[src/rtl/channel_frame_tx_if.sv]
// rtl/channel_frame_tx_if.sv - request/status/serial bundle for channel_frame_tx
//
// Signals:
//   send     frame request (host -> framer)
//   data0    channel byte 0 (host -> framer)
//   data1    channel byte 1 (host -> framer)
//   busy     frame in progress (framer -> host)
//   done     one-cycle frame-complete pulse (framer -> host)
//   uart_tx  serial line, idle high (framer -> line)
// Modports: master (request side), slave (framer side).
interface channel_frame_tx_if;
    logic       send;
    logic [7:0] data0;
    logic [7:0] data1;
    logic       busy;
    logic       done;
    logic       uart_tx;

    modport master (
        output send,
        output data0,
        output data1,
        input  busy,
        input  done,
        input  uart_tx
    );

    modport slave (
        input  send,
        input  data0,
        input  data1,
        output busy,
        output done,
        output uart_tx
    );
endinterface

[src/rtl/channel_frame_tx.sv]
// rtl/channel_frame_tx.sv - 4-byte status frame serializer onto an 8N1 UART line
//
// Frame: HEADER, d0, d1, chk; each byte sent 8N1, LSB first, bytes back to back.
// Parameters:
//   CLKS_PER_BIT  clock cycles per UART bit (>= 2)
//   HEADER        first byte of every frame
// Ports:
//   CLK           system clock, rising edge
//   RST           asynchronous active-high reset
//   bus (slave)   send/data0/data1 in; busy/done/uart_tx out (all outputs registered)
// Optional feature macro: CHANNEL_FRAME_CRC8_EN
//   defined     -> chk = CRC-8 (poly 0x07, init 0x00, MSB first) over d0 then d1
//   not defined -> chk = d0 ^ d1
module channel_frame_tx #(
    parameter int         CLKS_PER_BIT = 104,
    parameter logic [7:0] HEADER       = 8'hA5
) (
    input  logic                 CLK,
    input  logic                 RST,
    channel_frame_tx_if.slave    bus
);

    localparam int CNT_W = (CLKS_PER_BIT > 1) ? $clog2(CLKS_PER_BIT) : 1;
    localparam logic [CNT_W-1:0] CNT_MAX = CNT_W'(CLKS_PER_BIT - 1);

    typedef enum logic [1:0] {
        IDLE  = 2'd0,
        START = 2'd1,
        DATA  = 2'd2,
        STOP  = 2'd3
    } state_t;

    state_t           state_q,    state_d;
    logic [CNT_W-1:0] clk_cnt_q,  clk_cnt_d;
    logic [2:0]       bit_cnt_q,  bit_cnt_d;
    logic [1:0]       byte_idx_q, byte_idx_d;
    logic [7:0]       d0_q,       d0_d;
    logic [7:0]       d1_q,       d1_d;
    logic             tx_q,       tx_d;
    logic             busy_q,     busy_d;
    logic             done_q,     done_d;

    logic [7:0]       chk;
    logic [7:0]       cur_byte;
    logic             bit_end;

`ifdef CHANNEL_FRAME_CRC8_EN
    function automatic logic [7:0] crc8_byte(input logic [7:0] crc_in, input logic [7:0] b);
        logic [7:0] c;
        c = crc_in ^ b;
        for (int i = 0; i < 8; i++) begin
            c = c[7] ? ((c << 1) ^ 8'h07) : (c << 1);
        end
        return c;
    endfunction

    assign chk = crc8_byte(crc8_byte(8'h00, d0_q), d1_q);
`else
    assign chk = d0_q ^ d1_q;
`endif

    always_comb begin
        cur_byte = HEADER;
        case (byte_idx_q)
            2'd0:    cur_byte = HEADER;
            2'd1:    cur_byte = d0_q;
            2'd2:    cur_byte = d1_q;
            default: cur_byte = chk;
        endcase
    end

    assign bit_end = (clk_cnt_q == CNT_MAX);

    always_ff @(posedge CLK or posedge RST) begin
        if (RST) begin
            state_q    <= IDLE;
            clk_cnt_q  <= '0;
            bit_cnt_q  <= '0;
            byte_idx_q <= '0;
            d0_q       <= '0;
            d1_q       <= '0;
            tx_q       <= 1'b1;
            busy_q     <= 1'b0;
            done_q     <= 1'b0;
        end else begin
            state_q    <= state_d;
            clk_cnt_q  <= clk_cnt_d;
            bit_cnt_q  <= bit_cnt_d;
            byte_idx_q <= byte_idx_d;
            d0_q       <= d0_d;
            d1_q       <= d1_d;
            tx_q       <= tx_d;
            busy_q     <= busy_d;
            done_q     <= done_d;
        end
    end

    // tx_d always carries the level of the bit that begins at the next edge,
    // so the registered line changes exactly on bit boundaries.
    always_comb begin
        state_d    = state_q;
        clk_cnt_d  = clk_cnt_q;
        bit_cnt_d  = bit_cnt_q;
        byte_idx_d = byte_idx_q;
        d0_d       = d0_q;
        d1_d       = d1_q;
        tx_d       = tx_q;
        busy_d     = busy_q;
        done_d     = 1'b0;

        case (state_q)
            IDLE: begin
                tx_d   = 1'b1;
                busy_d = 1'b0;
                if (bus.send) begin
                    // Bytes are captured once here; later input changes cannot
                    // disturb the frame or its check byte.
                    d0_d       = bus.data0;
                    d1_d       = bus.data1;
                    state_d    = START;
                    clk_cnt_d  = '0;
                    bit_cnt_d  = '0;
                    byte_idx_d = '0;
                    tx_d       = 1'b0;
                    busy_d     = 1'b1;
                end
            end

            START: begin
                if (bit_end) begin
                    clk_cnt_d = '0;
                    state_d   = DATA;
                    tx_d      = cur_byte[0];
                end else begin
                    clk_cnt_d = clk_cnt_q + 1'b1;
                end
            end

            DATA: begin
                if (bit_end) begin
                    clk_cnt_d = '0;
                    if (bit_cnt_q == 3'd7) begin
                        state_d = STOP;
                        tx_d    = 1'b1;
                    end else begin
                        bit_cnt_d = bit_cnt_q + 3'd1;
                        tx_d      = cur_byte[bit_cnt_q + 3'd1];
                    end
                end else begin
                    clk_cnt_d = clk_cnt_q + 1'b1;
                end
            end

            STOP: begin
                if (bit_end) begin
                    clk_cnt_d = '0;
                    bit_cnt_d = '0;
                    if (byte_idx_q == 2'd3) begin
                        state_d    = IDLE;
                        byte_idx_d = '0;
                        tx_d       = 1'b1;
                        busy_d     = 1'b0;
                        done_d     = 1'b1;
                    end else begin
                        // Next start bit follows the stop bit with no gap.
                        state_d    = START;
                        byte_idx_d = byte_idx_q + 2'd1;
                        tx_d       = 1'b0;
                    end
                end else begin
                    clk_cnt_d = clk_cnt_q + 1'b1;
                end
            end

            default: begin
                state_d = IDLE;
                tx_d    = 1'b1;
                busy_d  = 1'b0;
            end
        endcase
    end

    assign bus.uart_tx = tx_q;
    assign bus.busy    = busy_q;
    assign bus.done    = done_q;

endmodule

[src/flat_wrapper.sv]
// flat-port wrapper written by rule: the top's interface ports become plain ports
module channel_frame_tx_flat 
#(
    parameter int         CLKS_PER_BIT = 104,
    parameter logic [7:0] HEADER       = 8'hA5
)
  (CLK, RST, bus_send, bus_data0, bus_data1, bus_busy, bus_done, bus_uart_tx);
  channel_frame_tx_if bus_i ();
  input  logic CLK;
  input  logic RST;
  input wire logic [$bits(bus_i.send)-1:0] bus_send;
  input wire logic [$bits(bus_i.data0)-1:0] bus_data0;
  input wire logic [$bits(bus_i.data1)-1:0] bus_data1;
  output wire logic [$bits(bus_i.busy)-1:0] bus_busy;
  output wire logic [$bits(bus_i.done)-1:0] bus_done;
  output wire logic [$bits(bus_i.uart_tx)-1:0] bus_uart_tx;
  assign bus_i.send = bus_send;
  assign bus_i.data0 = bus_data0;
  assign bus_i.data1 = bus_data1;
  assign bus_busy = bus_i.busy;
  assign bus_done = bus_i.done;
  assign bus_uart_tx = bus_i.uart_tx;
  channel_frame_tx #(.CLKS_PER_BIT(CLKS_PER_BIT), .HEADER(HEADER)) u_core (.CLK(CLK), .RST(RST), .bus(bus_i));
endmodule
[config.mk]
export PLATFORM = sky130hd
export DESIGN_NAME = channel_frame_tx_flat
export DESIGN_NICKNAME = d
export VERILOG_FILES = /design/src/rtl/channel_frame_tx_if.sv /design/src/rtl/channel_frame_tx.sv /design/src/flat_wrapper.sv
export SDC_FILE = /design/constraint.sdc
export NUM_CORES = 1
export LEC_CHECK = 0
export CORE_MARGIN = 2
export CORE_UTILIZATION = 35
export CTS_CLUSTER_DIAMETER = 150
export DETAILED_ROUTE_END_ITERATION = 10
export PLACE_DENSITY = 0.54
export SYNTH_ARGS = -nofsm -noshare
export SYNTH_HDL_FRONTEND = slang
export SYNTH_SLANG_ARGS = --single-unit
export TNS_END_PERCENT = 20
[constraint.sdc]
create_clock -name CLK -period 2.4 [get_ports CLK]
set_input_delay 0.24 -clock CLK [delete_from_list [all_inputs] [get_ports CLK]]
set_output_delay 0.24 -clock CLK [all_outputs]
set_load 0.01 [all_outputs]
Word level (Yosys, flattened, before mapping)
Cells that the tools add are included.

$add $sub $neg: 3. Order comparisons: 1. Equal/unequal tests: 15. Multiplexer cells: 35. Bitwise operators: 1. Reduce and logical (&&, ||, !) cells: 11.

Operators with widths (count): 8-bit one-hot mux with 3 select lines (1); 2-bit 2-to-1 mux (8); 7-bit 2-to-1 mux (2); 7-bit one-hot mux with 2 select lines (1); 1-bit 2-to-1 mux (13); 3-bit 2-to-1 mux (4); 2-bit by 1-bit != test with 1-bit output (second input constant) (5); 5-bit AND reduction (2); 3-bit one-hot mux with 3 select lines (1); 3-bit AND reduction (3); 2-bit == test (second input constant) (4); 2-bit one-hot mux with 4 select lines (1); 8-bit XOR (1); 7-bit by 1-bit adder with 7-bit output (second input constant) (1); 7-bit == test (second input constant) (1); 2-bit by 1-bit == test with 1-bit output (second input constant) (2); 2-bit logical NOT (2); 3-bit by 4-bit less-than comparator with 1-bit output (second input constant) (1); 2-bit != test (second input constant) (2); 1-bit one-hot mux with 4 select lines (1); 2-bit one-hot mux with 2 select lines (1); 3-bit by 1-bit adder with 3-bit output (second input constant) (1); 1-bit binary-select mux with 3-bit select (1); 3-bit == test (second input constant) (1); other kinds (6) (6).

Register bits after elaboration: 33. Input bits: 19. Output and inout bits: 3. Word-level logic and storage cells: 75.

Logic depth before layout (Yosys ltp)
Depth in word-level cells: 7. Depth in mapped cells: 10. Mapped depth without buffers: 8.

Least setup slack after synthesis
Ideal clock, no wire load.

Kind: reg-to-reg. Start point: register u_core.state_q[0]. End point: register u_core.d0_q[0]. Setup time: 0.125 ns. Arrival time: 1.714 ns. Data required time: 2.275 ns. Path slack: 0.562 ns. Stages on the path, launching flop included: 7. Buffers on the path: 2. Period minus slack after synthesis: 1.838 ns. Cells stage by stage: dfrtp_1 -> inv_1 -> ha_1 -> clkbuf_8 -> nand2_1 -> clkbuf_1 -> mux2_2.

Longest elaborated chain between the ends: 2.

Ends and longest elaborated chain: start: declaration (line channel_frame_tx.sv:33) `state_t state_q, state_d;`; start signal: assignment (line channel_frame_tx.sv:86) `state_q <= state_d;`; 2-bit logical NOT (line channel_frame_tx.sv:111) `case (state_q)`; 2-bit AND reduction (no line); end signal: assignment (line channel_frame_tx.sv:80) `d0_q <= '0;`; end signal: assignment (line channel_frame_tx.sv:90) `d0_q <= d0_d;`; end: declaration (line channel_frame_tx.sv:37) `logic [7:0] d0_q, d0_d;`.

Every way passes these cells. A chain may end at the register's enable or synchronous reset.

Worst setup path in the final report
Start point: register u_core.byte_idx_q[0]. End point: register u_core.tx_q, in the netlist u_core.bus.uart_tx.

Longest elaborated chain between the ends: 7. Elaborated cells on any way between the ends: 13. Those cells by class: eq/ne (3); mux (9); reduce/logical (1).

Ends and longest elaborated chain: start: declaration (line channel_frame_tx.sv:36) `logic [1:0] byte_idx_q, byte_idx_d;`; start signal: assignment (line channel_frame_tx.sv:89) `byte_idx_q <= byte_idx_d;`; 2-bit == test (tied with other cells) (line channel_frame_tx.sv:64) `case (byte_idx_q)`; 8-bit one-hot mux with 3 select lines (line channel_frame_tx.sv:64); 1-bit binary-select mux with 3-bit select (line channel_frame_tx.sv:147) `tx_d = cur_byte[bit_cnt_q + 3'd1];`; 1-bit 2-to-1 mux (implied by the code) (line channel_frame_tx.sv:147); 1-bit 2-to-1 mux (line channel_frame_tx.sv:142) `if (bit_cnt_q == 3'd7) begin`; 1-bit 2-to-1 mux (line channel_frame_tx.sv:140) `if (bit_end) begin`; 1-bit one-hot mux with 4 select lines (*) (line channel_frame_tx.sv:111); end signal: assignment (line channel_frame_tx.sv:92) `tx_q <= tx_d;`; end: declaration (line channel_frame_tx.sv:39) `logic tx_q, tx_d;`.

Mark *: on every way between the ends. The rest lies on a longest branch, timed or not. The select of a mux whose other input is x is not followed.

==> impl_results.md <==
* Top cell by count, worst path: a31oi_1
* Crit share post-route at 89.6%
* Cell variety after synth at 39
* # clock sinks at 33
* Fin area at 2380 um^2
* # hold bufs at CTS at 0
* Status: complete, no violations
* Hold WS at roughly 0.36 ns
* Placed cell count at 300
* Proportion of layout cells with a drive suffix above 1 at 16.1%
* GRT overflow at 0
* Layout Utilization at 43.2%
* CTS tree: yes
* RSZ-0062 raised after global routing: false
* Pleak at 0.00101 uW
* Destination of the critical timing path: u_core.bus.uart_tx
* Reg clk slew, reported paths at 0.07 ns
* Post-synth top area cell: dfrtp_1
* Reg2reg end: u_core.bus.uart_tx
* Worst Hold Class: in2async
* Critical path's slowest cell: dfrtp_1
* Worst VDD drop at 0.000352 V
* Pwr per Cell Area at about 930 nW/um^2
* Critical Path, Cell by Cell: ha_1 > nor2b_1 > o21ai_0 > and4_1 > a31oi_1 > o311ai_0 > a31oi_1
* First-pass DRT Iterations at 4
* Post-synthesis average cell area at 9.54 um^2
* Largest stage delay, worst path at 0.43 ns
* Prevailing post-synth register cell: dfrtp_1
* Post-CTS setup buffers at 0
* Detailed placement HPWL at 3.02 mm
* Worst R2R Path Depth at 7
* Largest net degree at the start of global routing at 34
* Critical path arrival at 2.37 ns
* Ys Warns at 0
* Ys async rst share at 100%
* Register area share after synthesis at 41.3%
* Die height at approximately 80 um
* Final hold viol count at 0
* #FFs+latches synth at 33
* Final setup viols at 0
* Worst Tran Pin Value at 0.470 ns
* Max cap viols at 0
* First-pass GRT wire length at 7.16 mm
* CTS Buf Count at 5
* Critical Path Source Type: register
* Routed length per placed instance at 13.4 um
* Post_cts resized at 0
* Rows at 27
* Buffers on Ports at 21
* Root buf cell: clkbuf_8
* Crit path required time at 2.61 ns
* Setup TNS at 0 ns
* N_diodes at 0
* Mapped Cells at 210
* Critical path class: reg2reg
* Crit. End Element: register
* Final routed DRC violation total at 0
* Post-synth top cells: 32 x dfrtp_1, 25 x o21ai_0, 18 x mux2_2
* Core area at 5510 um^2
* Top cells by area, synth: dfrtp_1 40%, mux2_2 10%, ha_1 7.5%
* Crit Reg-Reg Startpoint: u_core.byte_idx_q[0]
* Initial DRC count at 102
* RD Place Congestion at 0.802
* Post-DP Area at 2300 um^2
* Clock Skew at around 0.0066 ns
* Syn_nets at 241
* Antenna violations before repair at 0
* Critical Path Start: u_core.byte_idx_q[0]
* Reg-to-reg setup timing slack at 0.25 ns
* Top-count cell post-synth: dfrtp_1
* Non-Filler Instances at 308
* Antenna viol nets, final at 0
* Worst Path Max Fanout at 15
* Via density at a little over 5
* # nets final at 266
* Vias in the first global route at between 1000 and 1500
* Max clock buf depth at 2
* DIE AREA at between 6000 and 7000 um^2
* Mapped Area at ~2000 um^2
* H-tree Lvls at 2
* Worst-Skew Late Latency at 0.29 ns
* Area Overhead vs Synth at 18.9%
* DRT Wirelength at about 4 mm
* Minimum clock period at 2.15 ns
* Die width at 79.7 um
* Achievable frequency at approximately 0.46 GHz
* EDFF count, synth at 0
* Slew HR at 68.3%
* Post-synth top area share at 40.0%
* Num ports at 22
* Final Max Slew Viols at 0
* Vias at 1565
* Initial Util at a little over a third
* Tot GR Track Use at 14.5%
## cells in the final DEF (no fill, tap or decap), types with 2 or more instances in the layout
cell type,n
o31ai_1,3
dfrtp_1,32
buf_4,5
nand3b_1,2
a21oi_1,12
nand2_1,17
o22ai_1,2
a31oi_1,5
ha_1,12
clkinv_2,2
clkdlybuf4s50_1,21
and3_1,2
o21ai_0,25
mux2_2,18
nor2_1,10
clkbuf_8,5
nand2b_1,5
inv_1,12
nor2b_1,13
a22o_1,2
a21o_1,3
nor3_1,2
nand3_1,8
## worst min-delay path by stage
| stage | from | end | slack (ns) | depth (start not counted) |
|---|---|---|---|---|
| after detailed placement | u_core.bit_cnt_q[1] | u_core.bit_cnt_q[1] | 0.48 | 2 |
| final | RST | u_core.clk_cnt_q[4] | 0.36 | 3 |
| after floorplan | RST | u_core.bit_cnt_q[0] | 0.37 | 1 |
| after global placement | u_core.clk_cnt_q[1] | u_core.clk_cnt_q[1] | 0.48 | 2 |
| after global routing | RST | u_core.clk_cnt_q[4] | 0.41 | 3 |
| after CTS | RST | u_core.clk_cnt_q[4] | 0.37 | 3 |
## power by group
| group | switching, uW | internal (uW) | leakage (uW) |
|---|---|---|---|
| combinational | 430 | 435 | 0.000547 |
| sequential | 167 | 771 | 0.000413 |
| clock | 207 | 201 | 0.0000450 |
## critical path: cells and delay by family (launching register included)
kind / cells / cell delay [ns]
DFF: 1 / 0.43
AOI/OAI and AO/OA: 4 / 0.65
and+or+nand+nor: 2 / 0.62
adders and majority gates: 1 / 0.38
## area by class of cell
class | instances | area, um^2
clock buffer | 6 | 72.6
clock inverter | 2 | 10.0
fill | 541 | 3130
inverter | 12 | 45.0
multi-input combinational | 157 | 1090
sequential | 33 | 827
tap | 72 | 90.1
timing repair buffer | 26 | 248
## kinds of logic (layout without fill, tap and decap cells)
group | count (synthesis) | after routing | synth area share, %
simple gates | 66 | 66 | 18.5
compound gates | 61 | 61 | 18.2
flops | 33 | 33 | 41.3
buf+inv | 20 | 46 | 4.37
mux | 18 | 18 | 10.1
fa+ha+maj | 12 | 12 | 7.50
## state kept, by name (all words and copies together), names as in the netlist
signal	cells
u_core.clk_cnt_q	7
u_core.byte_idx_q	2
u_core.d1_q	8
u_core.d0_q	8
u_core.bus.busy	1
u_core.state_q	2
u_core.bus.done	1
u_core.bus.uart_tx	1
u_core.bit_cnt_q	3
## metal layers
metal  wire [um]  vias to the layer above  share of wire [%]  global-route usage (%)
met5           0                        -                  0                       0
met2        1710                       26                 41                    20.4
met3         158                        5                3.8                    3.51
met4          61                        0                1.5                    5.69
li1            -                      799                  -                       -
met1        2190                      735                 53                    21.3
## through the flow
step           power, uW  setup slack, ns
5_1_grt             2420           0.0111
3_5_place_dp        1820            0.335
3_3_place_gp        1810            0.416
4_1_cts             2240            0.307
2_1_floorplan       1590            0.562
6_report            2210            0.249
Power figures use the tool's default switching activity.
